$ cat config.mk
export PLATFORM = sky130hd
export DESIGN_NAME = opmem_arbiter_flat
export DESIGN_NICKNAME = d
export VERILOG_FILES = /design/src/rtl/opmem_pkg.sv /design/src/rtl/opmem_arbiter_if.sv /design/src/rtl/rr_arb2.sv /design/src/rtl/opmem_arbiter.sv /design/src/flat_wrapper.sv
export SDC_FILE = /design/constraint.sdc
export NUM_CORES = 1
export LEC_CHECK = 0
export ABC_AREA = 0
export CELL_PAD_IN_SITES_DETAIL_PLACEMENT = 1
export CELL_PAD_IN_SITES_GLOBAL_PLACEMENT = 2
export CORE_ASPECT_RATIO = 0.6
export CORE_MARGIN = 5
export CORE_UTILIZATION = 13
export DETAILED_ROUTE_END_ITERATION = 8
export GPL_TIMING_DRIVEN = 1
export PLACE_DENSITY = 0.85
export SYNTH_ARGS = -nofsm -noshare
export SYNTH_HDL_FRONTEND = slang
export SYNTH_HIERARCHICAL = 1
export SYNTH_SLANG_ARGS = --single-unit
$ cat constraint.sdc
create_clock -name clk -period 1.7 [get_ports clk]
set_input_delay 0.255 -clock clk [delete_from_list [all_inputs] [get_ports clk]]
set_output_delay 0.255 -clock clk [all_outputs]
set_load 0.1 [all_outputs]
$ cat src/rtl/opmem_pkg.sv
// opmem_pkg: shared constants and types for the opcode-memory arbiter.
//   OPMEM_AW / OPMEM_DW : opmem geometry (8 entries x 8 bits)
//   state_e             : arbiter top-level state (clear sweep / normal service)
//   port_e              : requester identity, used for the round-robin pointer
package opmem_pkg;

  localparam int unsigned OPMEM_AW = 3;
  localparam int unsigned OPMEM_DW = 8;

  typedef enum logic {
    ST_CLEAR,
    ST_RUN
  } state_e;

  typedef enum logic {
    PORT_A,
    PORT_B
  } port_e;

  // Port that gets priority after the given port has been served.
  function automatic port_e other_port(port_e p);
    return (p == PORT_A) ? PORT_B : PORT_A;
  endfunction

endpackage

$ cat src/rtl/opmem_arbiter_if.sv
// opmem_arbiter_if: requester-side bundle for the two opmem clients.
//   a_* / b_*  : valid/we/addr/wdata request, ready accept, rvalid response
//   rdata      : read data shared by both ports, qualified by a_rvalid/b_rvalid
// Modports:
//   master : requester view (drives requests, observes handshake/response)
//   slave  : arbiter view
interface opmem_arbiter_if #(
  parameter int unsigned AW = 3,
  parameter int unsigned DW = 8
);

  logic          a_valid;
  logic          a_we;
  logic [AW-1:0] a_addr;
  logic [DW-1:0] a_wdata;
  logic          a_ready;
  logic          a_rvalid;

  logic          b_valid;
  logic          b_we;
  logic [AW-1:0] b_addr;
  logic [DW-1:0] b_wdata;
  logic          b_ready;
  logic          b_rvalid;

  logic [DW-1:0] rdata;

  modport master (
    output a_valid, a_we, a_addr, a_wdata,
    output b_valid, b_we, b_addr, b_wdata,
    input  a_ready, a_rvalid, b_ready, b_rvalid, rdata
  );

  modport slave (
    input  a_valid, a_we, a_addr, a_wdata,
    input  b_valid, b_we, b_addr, b_wdata,
    output a_ready, a_rvalid, b_ready, b_rvalid, rdata
  );

endinterface

$ cat src/rtl/rr_arb2.sv
// rr_arb2: two-way round-robin grant with its own priority pointer.
//   clk, reset : clock, synchronous active-high reset (pointer -> PORT_A)
//   req[1:0]   : request vector, bit 0 = port A, bit 1 = port B
//   advance    : allow the pointer to move when a grant is issued
//   gnt[1:0]   : one-hot (or zero) grant, combinational from req and pointer
module rr_arb2
  import opmem_pkg::*;
(
  input  logic       clk,
  input  logic       reset,
  input  logic [1:0] req,
  input  logic       advance,
  output logic [1:0] gnt
);

  port_e ptr_q, ptr_d;

  always_comb begin
    gnt   = 2'b00;
    ptr_d = ptr_q;

    if (req == 2'b11) begin
      // Contention: the pointer names the winner.
      gnt = (ptr_q == PORT_A) ? 2'b01 : 2'b10;
    end else begin
      gnt = req;
    end

    // Priority goes to whichever port was not just served.
    if (advance && (gnt != 2'b00)) begin
      ptr_d = other_port(gnt[0] ? PORT_A : PORT_B);
    end
  end

  always_ff @(posedge clk) begin
    if (reset) begin
      ptr_q <= PORT_A;
    end else begin
      ptr_q <= ptr_d;
    end
  end

endmodule

$ cat src/rtl/opmem_arbiter.sv
// opmem_arbiter: shares the single-port 8x8 opcode RAM between a loader/host
// port (A) and a fetch/execute port (B).
//   clk, reset        : clock, synchronous active-high reset
//   bus (slave)       : both requesters' valid/ready requests and read responses
//   init_done         : clear sweep finished, requests are now served
//   mem_ce/oce/wre    : opmem chip enable / output enable / write enable
//   mem_reset         : opmem reset, follows reset
//   mem_ad, mem_din   : opmem address and write data
//   mem_dout          : opmem read data, valid one cycle after a read access
// At most one access per cycle; round-robin on contention. Read data comes back
// one cycle after the grant, tagged by a_rvalid or b_rvalid.
module opmem_arbiter
  import opmem_pkg::*;
#(
  parameter int unsigned   AW             = OPMEM_AW,
  parameter int unsigned   DW             = OPMEM_DW,
  parameter bit            CLEAR_ON_RESET = 1'b1,
  parameter logic [DW-1:0] CLEAR_VALUE    = '0
) (
  input  logic                 clk,
  input  logic                 reset,
  opmem_arbiter_if.slave       bus,
  output logic                 init_done,
  output logic                 mem_ce,
  output logic                 mem_oce,
  output logic                 mem_wre,
  output logic                 mem_reset,
  output logic [AW-1:0]        mem_ad,
  output logic [DW-1:0]        mem_din,
  input  logic [DW-1:0]        mem_dout
);

  localparam state_e ResetState = CLEAR_ON_RESET ? ST_CLEAR : ST_RUN;

  state_e        state_q, state_d;
  logic [AW-1:0] cnt_q, cnt_d;
  logic          done_q, done_d;
  logic          rv_a_q, rv_a_d;
  logic          rv_b_q, rv_b_d;
  logic          run;
  logic [1:0]    gnt;

  // Requests are only considered in RUN and never while reset is asserted,
  // so nothing is accepted that the reset would then silently discard.
  assign run = (state_q == ST_RUN) && !reset;

  rr_arb2 u_arb (
    .clk     (clk),
    .reset   (reset),
    .req     ({bus.b_valid, bus.a_valid} & {2{run}}),
    .advance (run),
    .gnt     (gnt)
  );

  assign bus.a_ready = gnt[0];
  assign bus.b_ready = gnt[1];

  // A response launched just before reset must not be seen by a requester.
  assign bus.a_rvalid = rv_a_q && !reset;
  assign bus.b_rvalid = rv_b_q && !reset;
  assign bus.rdata    = mem_dout;

  assign init_done = done_q;
  assign mem_oce   = 1'b1;
  assign mem_reset = reset;

  always_comb begin
    state_d = state_q;
    cnt_d   = cnt_q;
    done_d  = done_q;
    rv_a_d  = 1'b0;
    rv_b_d  = 1'b0;
    mem_ce  = 1'b0;
    mem_wre = 1'b0;
    mem_ad  = '0;
    mem_din = '0;

    case (state_q)
      ST_CLEAR: begin
        mem_ce  = 1'b1;
        mem_wre = 1'b1;
        mem_ad  = cnt_q;
        mem_din = CLEAR_VALUE;
        cnt_d   = cnt_q + 1'b1;
        if (&cnt_q) begin
          state_d = ST_RUN;
          done_d  = 1'b1;
        end
      end

      ST_RUN: begin
        if (gnt[0]) begin
          mem_ce  = 1'b1;
          mem_wre = bus.a_we;
          mem_ad  = bus.a_addr;
          mem_din = bus.a_wdata;
          rv_a_d  = !bus.a_we;
        end else if (gnt[1]) begin
          mem_ce  = 1'b1;
          mem_wre = bus.b_we;
          mem_ad  = bus.b_addr;
          mem_din = bus.b_wdata;
          rv_b_d  = !bus.b_we;
        end
      end

      default: begin
        state_d = ResetState;
      end
    endcase
  end

  always_ff @(posedge clk) begin
    if (reset) begin
      state_q <= ResetState;
      cnt_q   <= '0;
      done_q  <= ~CLEAR_ON_RESET;
      rv_a_q  <= 1'b0;
      rv_b_q  <= 1'b0;
    end else begin
      state_q <= state_d;
      cnt_q   <= cnt_d;
      done_q  <= done_d;
      rv_a_q  <= rv_a_d;
      rv_b_q  <= rv_b_d;
    end
  end

endmodule

$ cat src/flat_wrapper.sv
// flat-port wrapper written by rule: the top's interface ports become plain ports
module opmem_arbiter_flat import opmem_pkg::*;
#(
  parameter int unsigned   AW             = OPMEM_AW,
  parameter int unsigned   DW             = OPMEM_DW,
  parameter bit            CLEAR_ON_RESET = 1'b1,
  parameter logic [DW-1:0] CLEAR_VALUE    = '0
)
  (clk, reset, init_done, mem_ce, mem_oce, mem_wre, mem_reset, mem_ad, mem_din, mem_dout, bus_a_valid, bus_a_we, bus_a_addr, bus_a_wdata, bus_b_valid, bus_b_we, bus_b_addr, bus_b_wdata, bus_a_ready, bus_a_rvalid, bus_b_ready, bus_b_rvalid, bus_rdata);
  opmem_arbiter_if #(.AW(AW), .DW(DW)) bus_i ();
  input  logic clk;
  input  logic reset;
  output logic init_done;
  output logic mem_ce;
  output logic mem_oce;
  output logic mem_wre;
  output logic mem_reset;
  output logic [AW-1:0] mem_ad;
  output logic [DW-1:0] mem_din;
  input  logic [DW-1:0] mem_dout;
  input wire logic [$bits(bus_i.a_valid)-1:0] bus_a_valid;
  input wire logic [$bits(bus_i.a_we)-1:0] bus_a_we;
  input wire logic [$bits(bus_i.a_addr)-1:0] bus_a_addr;
  input wire logic [$bits(bus_i.a_wdata)-1:0] bus_a_wdata;
  input wire logic [$bits(bus_i.b_valid)-1:0] bus_b_valid;
  input wire logic [$bits(bus_i.b_we)-1:0] bus_b_we;
  input wire logic [$bits(bus_i.b_addr)-1:0] bus_b_addr;
  input wire logic [$bits(bus_i.b_wdata)-1:0] bus_b_wdata;
  output wire logic [$bits(bus_i.a_ready)-1:0] bus_a_ready;
  output wire logic [$bits(bus_i.a_rvalid)-1:0] bus_a_rvalid;
  output wire logic [$bits(bus_i.b_ready)-1:0] bus_b_ready;
  output wire logic [$bits(bus_i.b_rvalid)-1:0] bus_b_rvalid;
  output wire logic [$bits(bus_i.rdata)-1:0] bus_rdata;
  assign bus_i.a_valid = bus_a_valid;
  assign bus_i.a_we = bus_a_we;
  assign bus_i.a_addr = bus_a_addr;
  assign bus_i.a_wdata = bus_a_wdata;
  assign bus_i.b_valid = bus_b_valid;
  assign bus_i.b_we = bus_b_we;
  assign bus_i.b_addr = bus_b_addr;
  assign bus_i.b_wdata = bus_b_wdata;
  assign bus_a_ready = bus_i.a_ready;
  assign bus_a_rvalid = bus_i.a_rvalid;
  assign bus_b_ready = bus_i.b_ready;
  assign bus_b_rvalid = bus_i.b_rvalid;
  assign bus_rdata = bus_i.rdata;
  opmem_arbiter #(.AW(AW), .DW(DW), .CLEAR_ON_RESET(CLEAR_ON_RESET), .CLEAR_VALUE(CLEAR_VALUE)) u_core (.clk(clk), .reset(reset), .bus(bus_i), .init_done(init_done), .mem_ce(mem_ce), .mem_oce(mem_oce), .mem_wre(mem_wre), .mem_reset(mem_reset), .mem_ad(mem_ad), .mem_din(mem_din), .mem_dout(mem_dout));
endmodule
==> run_results.csv <==
group,metric,value,unit
synthesis,yosysTopAreaCell,"dfxtp_1",
worst_setup_path,path_class,"reg2out",
timing,fin_crit_sh,122.6,%
route,drc,0,
synthesis,synthAdderAreaFrac,3.552,%
route,first_pass_iters,5,
synthesis,synth_warnings,6,
floorplan,row_count,20,
timing,setup_viol_count_final,14,
place,place_congestion,0.6855,
worst_setup_path,critPathRequiredTime,1.44,ns
floorplan,pin_count,64,
synthesis,ys_top_cells_by_area,"dfxtp_1 23%, nand3b_1 13%, buf_4 12%",
timing,rsz0062_at_grt,"true",
worst_setup_path,cp_max_fo,8,
hold_path,hold_path_end,"u_core/init_done",
synthesis,ys_ff_latch,8,
hold_path,min_path_cells,2,
hold_path,hold_start,"u_core/init_done",
worst_setup_path,timing.reg2reg.worst_path_depth,6,
global_routing,grt_pass1_vias,885,
worst_setup_path,crit_chain,"nor2b_4, and2_4, a21boi_4, buf_12, nand3b_1, a31oi_4, buf_12",
synthesis,synth_top_area_share,22.74,%
worst_setup_path,cp_slowest_cell,"dfxtp_2",
worst_setup_path,reg2reg_from,"u_core/state_q",
route,drt-total-wl,2600,um
synthesis,synth_top_family_by_area,"simple AND/OR/NAND/NOR gates",
run,cap_violations,0,
worst_setup_path,cpMostUsedCell,"buf_12",
worst_setup_path,crit_path_end_kind,"primary output",
floorplan,initial_core_util,13.67,%
floorplan,coreArea,0.005155,mm^2
synthesis,synth.distinct_cells,25,
floorplan,fp.dieArea,0.007039,mm^2
route,drtIter0Drc,12,
global_routing,grtUsageTotal,7.664,%
timing,slew_violations,0,
place,preCtsSetupSlack,-0.6387,ns
finish,final_core_util,31.29,%
synthesis,yosys.area_share.simple,33.93,%
power,p_leak,0.5453,nW
timing,period_needed,2.085,ns
floorplan,die_h,67.02,um
route,wl_per_cell,12.87,um
worst_setup_path,r2r-end,"u_core/rv_b_q",
finish,fin_nets,176,
finish,layout_common_cells,"25 x clkdlybuf4s50_1, 21 x buf_12, 12 x nand3b_1, 9 x nor2_1",
synthesis,netlist_area,704.4,um^2
synthesis,synthCells,92,
global_routing,overflow,0,
worst_setup_path,arrival,1.83,ns
clocking,h-tree-depth,1,
run_status,violations,"negative setup slack",
synthesis,yosys-mux-area-fraction,2.842,%
clocking,cts_tree,"done",
floorplan,die_w,105.0,um
route,num_vias,772,
finish,final_common_cell,"clkdlybuf4s50_1",
synthesis,synth_nets,130,
route,drtAntennaViolNets,0,
finish,syn2layout_area_growth,129.0,%
timing,finClkSkew,0.001091,ns
hold_path,hp-class,"reg2reg",
worst_setup_path,start_kind,"register",
global_routing,grt_max_degree,22,
clocking,cts_root_buf,"clkbuf_8",
place,place_hpwl,2047,um
synthesis,synth_compound_area_share,17.76,%
clocking,clk_latency,0.22,ns
place,io_buffers,46,
synthesis,syn_area_per_cell,7.657,um^2
synthesis,synth_xor_area_share,1.243,%
power,irDropWorstVdd,0.0001738,V
timing,hold_viol,0,
finish,drive_above_1_share,44.12,%
power,power_density,410.8,mW/mm^2
run_status,status,"finished, violations left",
clocking,clk_pin_slew,0.04,ns
worst_setup_path,slowest_delay,0.32,ns
clocking,clockBufferDepth,2,
global_routing,grt_pass1_wl,4250,um
finish,n_antenna_cell,0,
synthesis,ys_seq_area_share,22.74,%
route,via_per_inst,3.822,
clocking,cts_made_buffers,3,
timing,fin_ws,-0.3846,ns
clocking,clock-sinks,8,
worst_setup_path,r2r_slack,0.30,ns
timing,max_freq,0.4797,GHz
global_routing,grt_antenna_before_repair,0,
[kinds of logic (layout without fill, tap and decap cells)]
family,count (synthesis),in the layout
buffers and inverters,17,61
flip-flops,8,8
AO/OA/AOI/OAI,17,17
other,1,1
adder cells (fa/ha/maj),2,2
AND/OR/NAND/NOR,44,44
XOR/XNOR,1,1
multiplexers,2,2
[cell usage after synthesis]
library cell	number
nand2_1	14
nand3b_1	12
buf_4	11
nor2_1	10
dfxtp_1	8
a21boi_0	5
a21boi_1	5
a31oi_1	3
and2_1	2
buf_2	2
buf_6	2
ha_1	2
inv_1	2
mux2i_1	2
nor2b_1	2
a21bo_1	1
a21oi_1	1
a21oi_2	1
and3_1	1
and3b_2	1
conb_1	1
nand4b_1	1
nor2b_2	1
o211ai_1	1
xor2_1	1
[layout make-up]
cell class | instances | area [um^2]
fill | 587 | 3542
timing repair buffer | 56 | 763.2
multi-input combinational | 67 | 556.8
sequential | 8 | 161.4
tap | 66 | 82.58
clock buffer | 3 | 41.29
inverter | 2 | 7.507
[how the worst max path moves through the flow]
stage / start / to / depth (start not counted)
final: u_core/state_q / mem_ad[1] / 7
after global routing: u_core/state_q / mem_ad[1] / 7
after CTS: u_core/state_q / mem_ad[1] / 7
after detailed placement: reset / mem_ad[1] / 9
after global placement: reset / mem_ad[1] / 9
after floorplan: u_core/state_q / mem_wre / 6
[layer usage]
metal  routed length, um  GRT usage (%)  share of wire (%)
met5                   0              0                  0
met4                  14          1.914               0.54
met3                 274          4.066                 11
met2                1128          12.07                 43
met1                1183          9.184                 46
[power breakdown]
part | switching (W) | internal, W
logic | 0.000122 | 0.000109
registers | 0.00000823 | 0.000196
clock network | 0.0000735 | 0.000153
total | 0.000204 | 0.000459
[flip-flops by register name, indices dropped and copies added, names as in the netlist]
name / count
u_core/cnt_q: 3
u_core/rv_a_q: 1
u_core/init_done: 1
u_core/u_arb/ptr_q: 1
u_core/rv_b_q: 1
u_core/state_q: 1
[per-stage QoR]
| step | setup TNS [ns] | power, W | hold slack (ns) | cell area, um^2 | cells |
|---|---|---|---|---|---|
| detailed placement | -8.027 | 0.0004338 | 0.4945 | 1485 | 197 |
| global placement | -7.810 | 0.0004322 | 0.4837 | 1485 | 197 |
| CTS | -4.774 | 0.0006730 | 0.5048 | 1628 | 203 |
| finish | -4.080 | 0.0006625 | 0.5092 | 1613 | 202 |
| global route | -5.404 | 0.0006977 | 0.5102 | 1613 | 202 |
| floorplan | -20.70 | 0.0004042 | 0.3174 | 785.8 | 92 |
[worst max-delay path: cells and delay by family, from the launching register on]
family / cells / cell delay, ns
compound gates: 2 / 0.46
buf+inv: 2 / 0.34
flops: 1 / 0.32
simple gates: 3 / 0.47
[repair_timing]
action / 4_1_cts / 5_1_grt
pin swaps: 18 / 3
endpoints found under the setup margin: 15 / 15
resized for setup: 16 / 4
buffers inserted: 2 / 0
cloned: 1 / 0
hold buffers: 0 / 0
Note: power is estimated with default switching activity, not from simulation.
